**src/rtl/seq_priority_encoder_8to3.sv**
```systemverilog
// seq_priority_encoder_8to3
//   Captures a request vector and streams out the index of every set bit,
//   lowest first, one index per valid/ready handshake.
// Ports:
//   clk        rising-edge clock
//   rst_n      asynchronous active-low reset
//   load       capture req_vec (ignored while busy)
//   req_vec    request vector, sampled on an accepted load
//   busy       captured bits remain to be emitted
//   out_valid  out_idx is valid
//   out_ready  consumer accepts out_idx this cycle
//   out_idx    index of the lowest pending set bit
//   out_last   current index is the final pending bit
//   zero_err   one-cycle pulse after a load accepted with req_vec == 0
//   pending    remaining un-emitted bits
// WIDTH must equal 2**IDX_W.
module seq_priority_encoder_8to3 #(
  parameter int unsigned WIDTH = 8,
  parameter int unsigned IDX_W = 3
) (
  input  logic             clk,
  input  logic             rst_n,
  input  logic             load,
  input  logic [WIDTH-1:0] req_vec,
  output logic             busy,
  output logic             out_valid,
  input  logic             out_ready,
  output logic [IDX_W-1:0] out_idx,
  output logic             out_last,
  output logic             zero_err,
  output logic [WIDTH-1:0] pending
);

  typedef enum logic [0:0] {StIdle, StEmit} state_e;

  state_e           state_q, state_d;
  logic [WIDTH-1:0] pending_q, pending_d;
  logic             zero_err_q, zero_err_d;
  logic [IDX_W-1:0] low_idx;
  logic             one_hot;
  logic             emitting;

  // Lowest set bit: scan from the top so the last hit (lowest) wins.
  always_comb begin
    low_idx = '0;
    for (int i = int'(WIDTH) - 1; i >= 0; i--) begin
      if (pending_q[i]) begin
        low_idx = IDX_W'(i);
      end
    end
  end

  // x & (x - 1) clears the lowest set bit; zero result means one bit was set.
  assign one_hot = (pending_q != '0) && ((pending_q & (pending_q - WIDTH'(1))) == '0);

  assign emitting  = (state_q == StEmit);
  assign busy      = emitting;
  assign out_valid = emitting;
  assign out_idx   = emitting ? low_idx : '0;
  assign out_last  = emitting & one_hot;
  assign zero_err  = zero_err_q;
  assign pending   = pending_q;

  always_comb begin
    state_d    = state_q;
    pending_d  = pending_q;
    zero_err_d = 1'b0;
    unique case (state_q)
      StIdle: begin
        if (load) begin
          if (req_vec != '0) begin
            pending_d = req_vec;
            state_d   = StEmit;
          end else begin
            zero_err_d = 1'b1;
          end
        end
      end
      StEmit: begin
        // Loads are ignored here, including on the final transfer.
        if (out_ready) begin
          pending_d = pending_q & (pending_q - WIDTH'(1));
          if (one_hot) begin
            state_d = StIdle;
          end
        end
      end
      default: begin
        state_d   = StIdle;
        pending_d = '0;
      end
    endcase
  end

  always_ff @(posedge clk or negedge rst_n) begin
    if (!rst_n) begin
      state_q    <= StIdle;
      pending_q  <= '0;
      zero_err_q <= 1'b0;
    end else begin
      state_q    <= state_d;
      pending_q  <= pending_d;
      zero_err_q <= zero_err_d;
    end
  end

endmodule

```
**config.mk**
```make
export PLATFORM = sky130hd
export DESIGN_NAME = seq_priority_encoder_8to3
export DESIGN_NICKNAME = d
export VERILOG_FILES = /design/src/rtl/seq_priority_encoder_8to3.sv
export SDC_FILE = /design/constraint.sdc
export NUM_CORES = 1
export LEC_CHECK = 0
export ABC_AREA = 1
export ABC_CLOCK_PERIOD_IN_PS = 2200
export CAP_MARGIN = 20
export CORE_ASPECT_RATIO = 1.1
export CORE_UTILIZATION = 30
export CTS_CLUSTER_SIZE = 20
export DETAILED_ROUTE_END_ITERATION = 16
export SETUP_SLACK_MARGIN = 0.2
export SYNTH_ARGS = -nofsm -noshare
export SYNTH_HDL_FRONTEND = slang
export SYNTH_SLANG_ARGS = --single-unit
```
**constraint.sdc**
```tcl
create_clock -name clk -period 2.2 [get_ports clk]
set_clock_uncertainty 0.15 [all_clocks]
set_input_delay 0.44 -clock clk [delete_from_list [all_inputs] [get_ports clk]]
set_output_delay 0.44 -clock clk [all_outputs]
set_load 0.05 [all_outputs]
```
==> impl_metrics.py <==
metrics = {
    "timing": {
        "fmax_mhz": 451,
        "whs_ns": 0.359,
        "rsz0062_at_grt": "true",
        "finalCriticalPeriod_ns": 2.22,
        "period_share_pct": 101,
        "report.final.slew_viol_count": 0,
        "worstMarginPinSlew_ns": 0.516,
        "setup_viol": 1,
        "hold_viol_final": 0,
        "relSlewSlack_pct": 65.5,
        "setup_tns_ns": -0.0170,
        "setup_ws_ns": -0.0170,
    },
    "synthesis": {
        "synth_seq_cells": 10,
        "synth_cell_types": 23,
        "syn_inst": 104,
        "synthAdderAreaFrac_pct": 0,
        "synth_compound_area_share_pct": 16.2,
        "ys.flop_type": "dfrtp_1",
        "ys_seq_area_share_pct": 33.5,
        "synth_area_um2": 747,
        "synthArstFlopShare_pct": 100,
        "synth_simple_gate_area_share_pct": 39.2,
        "synth.largest_area_cell": "dfrtp_1",
        "synth-xor-area-share_pct": 0,
        "synth_mux_area_share_pct": 0,
        "yosys.area.top_type_share_pct": 33.5,
        "postSynthAreaPerCell_um2": 7.18,
        "synth_top_family_by_area": "simple AND/OR/NAND/NOR gates",
        "ys_top_cells_by_area": "dfrtp_1 (34%), nand2_1 (12%), o21ai_2 (7.0%)",
        "ys_warn_count": 0,
        "synth_edf_count": 0,
        "synth_nets": 116,
    },
    "drt": {
        "drtIter0Drc": 4,
        "drc": 0,
        "dr.pass1.iters": 4,
        "viasPerCell": 4.75,
        "detail_route.wl_per_cell_um": 12.6,
        "ant_nets": 0,
        "drt-total-wl_mm": 2.19,
        "vias": 822,
    },
    "layout": {
        "layout-drive-gt1-share_pct": 53.1,
        "stdcell_area_um2": 1280,
        "nNetsFinal": 156,
        "seq_area_um2": 262,
        "mostFrequentLayoutCells": "nand2_1 (20), buf_4 (13), clkdlybuf4s50_1 (11), nand2_2 (10), dfrtp_2 (9)",
        "multi_input_area_um2": 526,
        "final_common_cell": "nand2_1",
        "final_util_pct": 55.9,
        "n_antenna_cell": 0,
        "area_growth_pct": 72.0,
        "fillers": 214,
    },
    "worst_setup_path": {
        "start_kind": "flop",
        "end_kind": "output pin",
        "worstPathArrival_ns": 1.63,
        "critPathKind": "flop to output pin",
        "required_ns": 1.61,
        "rrSetupSlack_ns": 0.61,
        "worstPathMaxFanout": 6,
    },
    "floorplan": {
        "fp.dieW_um": 49.6,
        "io_pins": 27,
        "core.rowCount": 18,
        "start_util_pct": 32.5,
        "die_area_um2": 2690,
        "core_area_um2": 2300,
        "dieHeight_um": 54.3,
    },
    "clock_network": {
        "cts_max_level": 1,
        "clk_path_buf_depth": 2,
        "clk_latency_ns": 0.27,
        "root_buffer": "clkbuf_4",
        "cts_sinks": 10,
        "clkTransAtPathRegs_ns": 0.08,
        "cts_made_buffers": 3,
        "cts_tree": "done",
    },
    "grt": {
        "grt.overflow.total": 0,
        "grtUsageTotal_pct": 17.6,
        "grt_pass1_wl_mm": 3.43,
        "grt_pass1_vias": 812,
        "grt_max_degree": 16,
        "antenna_found_initial": 0,
    },
    "hold_path": {
        "hold_path.class": "primary input to asynchronous set/reset pin",
    },
    "run": {
        "maxCapViolations": 0,
    },
    "placement": {
        "dp_hpwl_mm": 1.50,
        "gp_congestion": 0.860,
        "post_dp_cell_area_um2": 1100,
        "portBuffers": 26,
    },
    "run_status": {
        "status": "complete, but fails checks",
        "violations": "negative setup slack",
    },
}
## critical path, cell delays in order, from the launching register on
cell and delay [ns]:
dfrtp_2 0.46, inv_1 0.11, nand2_1 0.11, nor2_2 0.18, nand2_1 0.07, nand2_1 0.11, nor2_4 0.05, nand3_2 0.07
nor2_4 0.04, buf_12 0.15
## routing by layer
layer / share of wire [%] / track usage, % / wire (µm)
met2: 54 / 33.8 / 1170
met5: 0 / 0 / 0
met1: 42 / 17.8 / 909
met4: 0 / 9.05 / 0
met3: 4.8 / 4.44 / 104
## area by class of cell
cell class,count,area share [%]
clock buffers,4,2.04
repair buffers,38,29.8
flip-flops and latches,10,20.4
well taps,30,2.92
multi-input cells,78,40.9
inverters,13,3.99
## cell families after synthesis
logic type,count (synthesis)
flops,10
simple gates,59
compound gates,19
buf+inv,16
## flip-flops by register name, summed over array words and instances, names as in the netlist
signal    flops
busy          1
pending       8
zero_err      1
## timing repair
action                                 4_1_cts  5_1_grt
setup endpoints to repair                   11        4
setup buffers                                8        4
endpoints found under the hold margin        0        0
hold buffers                                 0        0
gates resized for setup                     16       11
pin swaps                                    6        7
## path summary, 6_finish.rpt
kind / from / end / cells past startpoint
worst min-delay path: rst_n / pending[2]$_DFFE_PN0P_ / 1
max in group asynchronous: rst_n / pending[6]$_DFFE_PN0P_ / 1
worst max-delay path: pending[5]$_DFFE_PN0P_ / out_last / 9
worst max register to register: pending[5]$_DFFE_PN0P_ / busy$_DFF_PN0_ / 10
min in group clk: pending[7]$_DFFE_PN0P_ / pending[7]$_DFFE_PN0P_ / 2
worst min register to register: pending[7]$_DFFE_PN0P_ / pending[7]$_DFFE_PN0P_ / 2
## stage by stage
| step | cells | setup WS, ns |
|---|---|---|
| after floorplan | 104 | 0.161 |
| after global routing | 173 | -0.117 |
| after global placement | 157 | 0.223 |
| after detailed placement | 157 | 0.199 |
| after CTS | 169 | -0.0568 |
| final | 173 | -0.0170 |
## synthesized netlist by cell type, types with 2 or more instances
master,n
a21oi_1,2
dfrtp_1,10
inv_1,7
inv_2,5
nand2_1,23
nand2_2,8
nand3_1,4
nor2_1,12
nor2_2,4
nor3_1,4
o21ai_0,8
o21ai_2,6
Power is left out: the tool's default activity adds up to more than one toggle a clock period on the data nets, which glitch-free logic cannot reach.
